--- src/rtl/syncgen_param_if.sv ---
// Raster timing bus between the sync generator and the pixel pipeline.
// The generator side (master) receives the count enable and the genlock
// request and drives the syncs, data enable, counters, coordinates and strobes.
// The consumer side (slave) is the mirror image and is what a testbench or
// the downstream pattern/VGA logic attaches to.
interface syncgen_param_if #(
  parameter int CW = 12
);
  logic          EN;
  logic          RESYNC;
  logic          VGA_HS;
  logic          VGA_VS;
  logic          DE;
  logic [CW-1:0] HCNT;
  logic [CW-1:0] VCNT;
  logic [CW-1:0] PX;
  logic [CW-1:0] PY;
  logic          LINE_START;
  logic          FRAME_START;

  modport master (
    input  EN,
    input  RESYNC,
    output VGA_HS,
    output VGA_VS,
    output DE,
    output HCNT,
    output VCNT,
    output PX,
    output PY,
    output LINE_START,
    output FRAME_START
  );

  modport slave (
    output EN,
    output RESYNC,
    input  VGA_HS,
    input  VGA_VS,
    input  DE,
    input  HCNT,
    input  VCNT,
    input  PX,
    input  PY,
    input  LINE_START,
    input  FRAME_START
  );
endinterface

--- src/rtl/syncgen_param.sv ---
// Parametrised raster sync generator.
// Produces horizontal/vertical position counters, polarity-configurable sync
// pulses, a data enable, active-area coordinates and line/frame start strobes.
// Every output is a register decoded from the *next* counter value, so all
// outputs line up with the HCNT/VCNT they describe with no pipeline skew.
// A count enable freezes the whole block; a genlock request forces the next
// horizontal wrap to start a new frame.
module syncgen_param #(
  parameter int CW      = 12,
  parameter int HACTIVE = 640,
  parameter int HFP     = 16,
  parameter int HSW     = 96,
  parameter int HBP     = 48,
  parameter int VACTIVE = 480,
  parameter int VFP     = 10,
  parameter int VSW     = 2,
  parameter int VBP     = 33,
  parameter bit HS_POL  = 1'b0,
  parameter bit VS_POL  = 1'b0
) (
  input logic            CLK,
  input logic            RST,
  syncgen_param_if.master bus
);

  localparam int HPERIOD = HACTIVE + HFP + HSW + HBP;
  localparam int VPERIOD = VACTIVE + VFP + VSW + VBP;

  // Both periods must be representable as CW-bit unsigned values, otherwise
  // the wrap comparisons below would silently alias.
  if (HPERIOD >= (1 << CW)) begin : g_hperiod_too_wide
    $error("syncgen_param: HPERIOD does not fit in CW bits");
  end
  if (VPERIOD >= (1 << CW)) begin : g_vperiod_too_wide
    $error("syncgen_param: VPERIOD does not fit in CW bits");
  end

  // All timing landmarks as CW-bit constants so every compare is unsigned CW-bit.
  localparam logic [CW-1:0] H_LAST   = CW'(HPERIOD - 1);
  localparam logic [CW-1:0] V_LAST   = CW'(VPERIOD - 1);
  localparam logic [CW-1:0] H_ACT    = CW'(HACTIVE);
  localparam logic [CW-1:0] V_ACT    = CW'(VACTIVE);
  localparam logic [CW-1:0] HS_START = CW'(HACTIVE + HFP);
  localparam logic [CW-1:0] HS_STOP  = CW'(HACTIVE + HFP + HSW);
  localparam logic [CW-1:0] VS_START = CW'(VACTIVE + VFP);
  localparam logic [CW-1:0] VS_STOP  = CW'(VACTIVE + VFP + VSW);
  localparam logic [CW-1:0] ONE      = CW'(1);
  localparam logic          HS_IDLE  = ~HS_POL;
  localparam logic          VS_IDLE  = ~VS_POL;

  logic [CW-1:0] h_cnt;
  logic [CW-1:0] v_cnt;
  logic [CW-1:0] h_nxt;
  logic [CW-1:0] v_nxt;
  logic          h_wrap;
  logic          restart;
  logic          resync_pend;

  logic          hs_on;
  logic          vs_on;
  logic          de_nxt;

  logic          hs_q;
  logic          vs_q;
  logic          de_q;
  logic [CW-1:0] px_q;
  logic [CW-1:0] py_q;
  logic          line_q;
  logic          frame_q;

  // Next raster position: a pending or same-cycle genlock request turns the
  // horizontal wrap into a frame restart; HCNT itself is never disturbed.
  always_comb begin
    h_wrap  = (h_cnt == H_LAST);
    restart = resync_pend | bus.RESYNC;
    h_nxt   = h_wrap ? '0 : h_cnt + ONE;
    v_nxt   = v_cnt;
    if (h_wrap) begin
      if (restart || (v_cnt == V_LAST)) begin
        v_nxt = '0;
      end else begin
        v_nxt = v_cnt + ONE;
      end
    end
  end

  // Decode of the position the counters are about to show; VS only depends on
  // the line number, which only moves at a wrap, so VS only changes at h==0.
  always_comb begin
    hs_on  = (h_nxt >= HS_START) && (h_nxt < HS_STOP);
    vs_on  = (v_nxt >= VS_START) && (v_nxt < VS_STOP);
    de_nxt = (h_nxt < H_ACT) && (v_nxt < V_ACT);
  end

  // Position counters: reset parks on the last (blanking) pixel of the frame
  // so the first enabled cycle lands on 0/0.
  always_ff @(posedge CLK) begin
    if (RST) begin
      h_cnt <= H_LAST;
      v_cnt <= V_LAST;
    end else if (bus.EN) begin
      h_cnt <= h_nxt;
      v_cnt <= v_nxt;
    end
  end

  // Genlock pending flag: captured even while frozen, consumed by the next
  // enabled wrap (which also absorbs a request arriving on that same edge).
  always_ff @(posedge CLK) begin
    if (RST) begin
      resync_pend <= 1'b0;
    end else if (bus.EN && h_wrap) begin
      resync_pend <= 1'b0;
    end else if (bus.RESYNC) begin
      resync_pend <= 1'b1;
    end
  end

  // Registered outputs: levels hold while frozen, strobes only fire on the
  // enabled cycle that enters a new line.
  always_ff @(posedge CLK) begin
    if (RST) begin
      hs_q    <= HS_IDLE;
      vs_q    <= VS_IDLE;
      de_q    <= 1'b0;
      px_q    <= '0;
      py_q    <= '0;
      line_q  <= 1'b0;
      frame_q <= 1'b0;
    end else begin
      line_q  <= 1'b0;
      frame_q <= 1'b0;
      if (bus.EN) begin
        hs_q    <= hs_on ? HS_POL : HS_IDLE;
        vs_q    <= vs_on ? VS_POL : VS_IDLE;
        de_q    <= de_nxt;
        px_q    <= de_nxt ? h_nxt : '0;
        py_q    <= de_nxt ? v_nxt : '0;
        line_q  <= (h_nxt == '0);
        frame_q <= (h_nxt == '0) && (v_nxt == '0);
      end
    end
  end

  assign bus.VGA_HS      = hs_q;
  assign bus.VGA_VS      = vs_q;
  assign bus.DE          = de_q;
  assign bus.HCNT        = h_cnt;
  assign bus.VCNT        = v_cnt;
  assign bus.PX          = px_q;
  assign bus.PY          = py_q;
  assign bus.LINE_START  = line_q;
  assign bus.FRAME_START = frame_q;

endmodule

--- src/flat_wrapper.sv ---
// flat-port wrapper written by rule: the top's interface ports become plain ports
module syncgen_param_flat 
#(
  parameter int CW      = 12,
  parameter int HACTIVE = 640,
  parameter int HFP     = 16,
  parameter int HSW     = 96,
  parameter int HBP     = 48,
  parameter int VACTIVE = 480,
  parameter int VFP     = 10,
  parameter int VSW     = 2,
  parameter int VBP     = 33,
  parameter bit HS_POL  = 1'b0,
  parameter bit VS_POL  = 1'b0
)
  (CLK, RST, bus_EN, bus_RESYNC, bus_VGA_HS, bus_VGA_VS, bus_DE, bus_HCNT, bus_VCNT, bus_PX, bus_PY, bus_LINE_START, bus_FRAME_START);
  syncgen_param_if #(.CW(CW)) bus_i ();
  input logic CLK;
  input logic RST;
  input wire logic [$bits(bus_i.EN)-1:0] bus_EN;
  input wire logic [$bits(bus_i.RESYNC)-1:0] bus_RESYNC;
  output wire logic [$bits(bus_i.VGA_HS)-1:0] bus_VGA_HS;
  output wire logic [$bits(bus_i.VGA_VS)-1:0] bus_VGA_VS;
  output wire logic [$bits(bus_i.DE)-1:0] bus_DE;
  output wire logic [$bits(bus_i.HCNT)-1:0] bus_HCNT;
  output wire logic [$bits(bus_i.VCNT)-1:0] bus_VCNT;
  output wire logic [$bits(bus_i.PX)-1:0] bus_PX;
  output wire logic [$bits(bus_i.PY)-1:0] bus_PY;
  output wire logic [$bits(bus_i.LINE_START)-1:0] bus_LINE_START;
  output wire logic [$bits(bus_i.FRAME_START)-1:0] bus_FRAME_START;
  assign bus_i.EN = bus_EN;
  assign bus_i.RESYNC = bus_RESYNC;
  assign bus_VGA_HS = bus_i.VGA_HS;
  assign bus_VGA_VS = bus_i.VGA_VS;
  assign bus_DE = bus_i.DE;
  assign bus_HCNT = bus_i.HCNT;
  assign bus_VCNT = bus_i.VCNT;
  assign bus_PX = bus_i.PX;
  assign bus_PY = bus_i.PY;
  assign bus_LINE_START = bus_i.LINE_START;
  assign bus_FRAME_START = bus_i.FRAME_START;
  syncgen_param #(.CW(CW), .HACTIVE(HACTIVE), .HFP(HFP), .HSW(HSW), .HBP(HBP), .VACTIVE(VACTIVE), .VFP(VFP), .VSW(VSW), .VBP(VBP), .HS_POL(HS_POL), .VS_POL(VS_POL)) u_core (.CLK(CLK), .RST(RST), .bus(bus_i));
endmodule
--- config.mk ---
export PLATFORM = sky130hd
export DESIGN_NAME = syncgen_param_flat
export DESIGN_NICKNAME = d
export VERILOG_FILES = /design/src/rtl/syncgen_param_if.sv /design/src/rtl/syncgen_param.sv /design/src/flat_wrapper.sv
export SDC_FILE = /design/constraint.sdc
export NUM_CORES = 1
export LEC_CHECK = 0
export CAP_MARGIN = 10
export CORE_UTILIZATION = 44
export DETAILED_ROUTE_END_ITERATION = 7
export PLACE_DENSITY = 0.7
export SYNTH_ARGS = -nofsm -noshare
export SYNTH_HDL_FRONTEND = slang
export SYNTH_SLANG_ARGS = --single-unit
--- constraint.sdc ---
create_clock -name CLK -period 3.5 [get_ports CLK]
set_clock_uncertainty 0.1 [all_clocks]
set_input_delay 0.35 -clock CLK [delete_from_list [all_inputs] [get_ports CLK]]
set_output_delay 0.35 -clock CLK [all_outputs]
set_load 0.03 [all_outputs]
Yosys cells after proc, flatten, opt, wreduce, memory -nomap -nowiden
Index checks and enable logic that the tools add are counted.
{"block": "word_totals", "word_cells": 39, "in_bits": 4, "regBits": 54}
{"block": "op_classes", "mux": 7, "n_lt_le_gt_ge": 6, "reduce_logical": 10, "eq_ne": 2, "n_addsub": 2, "n_bitwise": 2}
{"op": "$mux 12", "n": 5}
{"op": "$add 12x1->12 const B", "n": 2}
{"op": "$eq 12x10->1 const B", "n": 2}
{"op": "$logic_not 12->1", "n": 2}
{"op": "$lt 12x10->1 const B", "n": 2}
{"op": "$lt 12x9->1 const B", "n": 2}
{"op": "$ge 12x10->1 const B", "n": 1}
{"op": "$ge 12x9->1 const B", "n": 1}
{"op": "$logic_and 1x1->1", "n": 5}
{"op": "$reduce_or 2->1", "n": 2}
{"op": "$mux 1", "n": 2}
{"op": "$logic_or 1x1->1", "n": 1}
{"op": "$not 1->1", "n": 1}
{"op": "$or 1x1->1", "n": 1}

Longest topological paths before layout
{"block": "logic_depth", "ltp_word": 7, "mapped_depth": 9, "mapped_depth_nobuf": 8}

Least setup slack after synthesis
No wires, ideal clock.
{"block": "synth_path", "path_type": "reg2reg", "start": "register u_core.h_cnt[0] (netlist: u_core.bus.HCNT[0])", "end": "register u_core.vs_q (netlist: u_core.bus.VGA_VS)", "required_time_ps": 3263, "setup_time_ps": 137, "arrival_ps": 2626, "path_buffers": 1, "period_less_slack_ps": 2863, "path_stages_with_launch": 9, "setup_slack_ps": 637, "path_cell_list": "dfxtp_1 > ha_1 > nand4_2 > or4_4 > buf_6 > nor4_1 > o22ai_2 > nor2_4 > a31oi_1"}
{"block": "synth_between", "elab_chain_len": 5, "elab_cells_between_ends": 6, "cone_classes": "order compare: 2; eq/ne: 1; mux: 2; reduce/logical: 1"}
{"item": "from (decl)", "line": "syncgen_param.sv:51", "text": "logic [CW-1:0] h_cnt;"}
{"item": "from (signal assigned)", "line": "syncgen_param.sv:102", "text": "h_cnt <= h_nxt;"}
{"item": "$eq 12x10->1 *", "line": "syncgen_param.sv:74", "text": "h_wrap = (h_cnt == H_LAST);"}
{"item": "$mux 12 *", "line": "syncgen_param.sv:78", "text": "if (h_wrap) begin"}
{"item": "$ge 12x9->1 / $lt 12x9->1 (equally long branches)", "line": "syncgen_param.sv:91", "text": "vs_on = (v_nxt >= VS_START) && (v_nxt < VS_STOP);"}
{"item": "$logic_and 1x1->1 *", "line": "syncgen_param.sv:91"}
{"item": "$mux 1 *", "line": "syncgen_param.sv:135", "text": "vs_q <= vs_on ? VS_POL : VS_IDLE;"}
{"item": "to (signal assigned)", "line": "syncgen_param.sv:135"}
{"item": "to (decl)", "line": "syncgen_param.sv:64", "text": "logic vs_q;"}
Every way passes the cells marked *; elsewhere a longest branch is shown, timed or not.
A chain may end at the register's enable or synchronous reset.

Final worst setup path
{"block": "layout_path", "start": "register u_core.h_cnt[0] (netlist: u_core.bus.HCNT[0])", "end": "register u_core.px_q[2] (netlist: u_core.bus.PX[2])"}
{"block": "layout_between", "elab_chain_len": 5, "elab_cells_between_ends": 8, "cone_classes": "add/sub: 1; order compare: 2; eq/ne: 1; mux: 3; reduce/logical: 1"}
{"item": "$add 12x1->12 / $eq 12x10->1 (equally long branches)", "line": "syncgen_param.sv:76, syncgen_param.sv:74"}
{"item": "$mux 12 (on tied branches)", "line": "syncgen_param.sv:76, syncgen_param.sv:78"}
{"item": "$lt 12x10->1 / $lt 12x9->1 (equally long branches)", "line": "syncgen_param.sv:92", "text": "de_nxt = (h_nxt < H_ACT) && (v_nxt < V_ACT);"}
{"item": "$logic_and 1x1->1", "line": "syncgen_param.sv:92"}
{"item": "$mux 12 *", "line": "syncgen_param.sv:137", "text": "px_q <= de_nxt ? h_nxt : '0;"}
{"item": "to (signal assigned)", "line": "syncgen_param.sv:137"}
{"item": "to (decl)", "line": "syncgen_param.sv:66", "text": "logic [CW-1:0] px_q;"}
Marks and branches as above.

==> metrics.md <==
| Metric | Value |
|---|---|
| Sequential power share | `41.9%` |
| Post-synth top area share | `between 30 and 40%` |
| First-pass DRT Iterations | `5` |
| Clock buffer depth | `2` |
| Shortest period the worst path allows | `3.08 ns` |
| Critical path endpoint category | `flip-flop` |
| Status | `finished, final reports clean` |
| # hold bufs at CTS | `0` |
| Final antenna-violating net count | `0` |
| Buf+Inv Stages, Crit Path | `0` |
| Type of origin of the critical path | `flip-flop` |
| P_sw | `0.621 mW` |
| CP Cell Sequence | `ha_1, nand4_2, or4_4, nor4_1, o22ai_2, o21ai_4, o31ai_2` |
| Peak supply drop | `around 0.00021 V` |
| CTS tree | `done` |
| Synth area leaders | `dfxtp_1, o31ai_2, nor2_1, nand2_1, o21ai_0` |
| GRT Resource Usage Total | `about a quarter` |
| GP Congestion | `between 0.8 and 0.9` |
| CTS resizes | `0` |
| Final Slew Violations | `0` |
| Core ar. | `roughly 6900 um2` |
| Worst path max stage delay | `a little over 0.7 ns` |
| Maximum fanout along the worst path | `21` |
| Cell Pwr Density | `about 430 nW/um2` |
| GRT Residual Overflow | `0` |
| Clock Power Share | `about 25%` |
| Initial antenna violation count | `0` |
| MaxCap Viol Count | `0` |
| Fillers | `between 600 and 700` |
| Vias in the first global route | `between 2000 and 3000` |
| Crit Path Category | `flip-flop to flip-flop` |
| Cell type with the largest total area after synthesis | `dfxtp_1` |
| Die width | `86.6 um` |
| Dpl hpwl | `just over 6000 um` |
| Delay-heaviest family, CP | `simple AND/OR/NAND/NOR gates` |
| Post-Synthesis Cells | `~380` |
| CP arrival | `roughly 3.2 ns` |
| Final nets | `430` |
| Fin util | `a little under three fifths` |
| Post-synthesis sequential area ratio | `between 30% and 40%` |
| Critical-path top delay cell | `or4_4` |
| EDFF count, synth | `0` |
| Register Area | `between 1000 and 1500 um2` |
| DR vias | `3076` |
| Mapped Avg Cell Area | `roughly 8.4 um2` |
| Initial Util | `between 40% and 50%` |
| Pint | `between 1 and 1.5 mW` |
| Post-synth top cells | `dfxtp_1, nor2_1, nand2_1` |
| IO Pins | `57` |
| Vias/cell | `just under 6` |
| Largest net degree at the start of global routing | `40` |
| Final setup vio count | `0` |
| Final setup TNS | `0 ns` |
| Area used by multi-input combinational logic | `1900 um2` |
| FP Rows | `30` |
| Residual DRC | `0` |
| WL per Instance | `roughly 16 um` |
| Antenna Cells | `0` |
| RSZ-0062 raised after global routing | `no` |
| Ys flop type | `dfxtp_1` |
| Fin. Hold Viols | `0` |
| H-tree levels | `2` |
| First-pass GRT wire length | `~14000 um` |
| Ys async rst share | `0%` |
| Fmax | `roughly 0.32 GHz` |
| Min-Delay Path Class | `flip-flop to flip-flop` |
| Synth Net Count | `roughly 380` |
| Post-CTS Setup Bufs | `0` |
| Synthesized area | `3150 um2` |
| Worst Tran Pin Value | `between 0.6 and 0.7 ns` |
| Die Y | `roughly 87 um` |
| Final Cycle Share | `between 80% and 90%` |
| Yosys reg bits | `54` |
| Leakage power | `between 1 and 1.5 nW` |
| # port buffers | `between 50 and 60` |
| Sink Count | `54` |
| Placed insts | `512` |
| Layout cell share with drive strength beyond 1 | `between 10% and 20%` |
| Reg clk slew, reported paths | `about 0.10 ns` |
| Gate power share | `32.7%` |
| Die area | `between 7000 and 8000 um2` |
| Area growth from synthesis to layout | `23.6%` |
| Final wirelength | `8550 um` |
| YS warnings | `0` |
| Switching power share of the total | `a little under two fifths` |
| Post-route cell area | `a little under 4000 um2` |
| Fin cells | `slightly above 500` |
| Root Buffer | `clkbuf_8` |
| Total CTS buffers | `5` |
| Cell variety after synth | `70` |
| Clock latency at the later pin of the worst-skew pair | `between 0.3 and 0.4 ns` |
| Starting DRT DRC Count | `~180` |
| Placed inst area | `3780 um2` |
| WP data required | `between 3 and 4 ns` |
| Design Power | `roughly 1.7 mW` |
| Slew headroom | `slightly below 60%` |
| Most frequent cell after synthesis | `dfxtp_1` |
routing by layer:
metal	track usage, %	part of all wire, %	vias to the layer above
li1	-	-	1481
met1	31.7	45	1461
met2	39.9	48	119
met3	3.33	4.9	15
met4	6.36	2.0	0
met5	0	0	-
area by class of cell:
class | instances | share of cell area, %
clock buffers | 5 | 1.77
well taps | 96 | 3.09
inverters | 7 | 0.676
multi-input cells | 287 | 48.9
clock inverters | 2 | 0.997
flip-flops and latches | 54 | 27.8
repair buffers | 68 | 16.7
power groups by stage:
stage,clock (mW),sequential [mW],combinational [mW]
6_report,0.428,0.708,0.552
5_1_grt,0.457,0.716,0.594
4_1_cts,0.432,0.708,0.547
3_5_place_dp,0,0.722,0.545
3_3_place_gp,0,0.720,0.540
2_1_floorplan,0,0.752,0.356
worst paths after layout:
check / start / to / slack, ns / depth (start not counted)
worst min-delay path: u_core.bus.DE / u_core.bus.DE / 0.36 / 2
worst max-delay path: u_core.bus.HCNT[0] / u_core.bus.PX[2] / 0.42 / 7
worst min register to register: u_core.bus.DE / u_core.bus.DE / 0.36 / 2
worst max register to register: u_core.bus.HCNT[0] / u_core.bus.PX[2] / 0.42 / 7
layout by cell type (no fill, tap or decap), drive strengths merged, types with 10 or more instances in the layout:
cell type      count
a21oi             13
nand2             39
dfxtp             54
nand3             12
nand4             10
o21ai             23
clkdlybuf4s50     56
a211oi            13
o31ai             18
nor3              12
buf               12
nor2              45
sequential cells by signal, indices dropped and copies added (netlist names):
signal,count
u_core.bus.DE,1
u_core.bus.FRAME_START,1
u_core.bus.HCNT,12
u_core.bus.LINE_START,1
u_core.bus.PX,12
u_core.bus.PY,12
u_core.bus.VCNT,12
u_core.bus.VGA_HS,1
u_core.bus.VGA_VS,1
u_core.resync_pend,1
cell families after synthesis:
group           after synthesis  share of synthesized area, %
simple gates                165                          27.5
compound gates              102                          26.8
flops                        54                          34.4
buf+inv                      35                          5.37
xor+xnor                     15                          4.18
fa+ha+maj                     3                          1.19
mux                           2                         0.676
worst register-to-register path, cell delays in order (launching register included):
cell	delay, ns
dfxtp_1	0.44
ha_1	0.35
nand4_2	0.27
or4_4	0.71
nor4_1	0.42
o22ai_2	0.21
o21ai_4	0.38
o31ai_2	0.11
through the flow:
step           hold WS, ns  setup slack (ns)
2_1_floorplan        0.411             0.637
3_3_place_gp         0.342             0.578
3_5_place_dp         0.346             0.445
4_1_cts              0.366             0.435
5_1_grt              0.384             0.109
6_report             0.362             0.415
(Power assumes the default switching activity.)
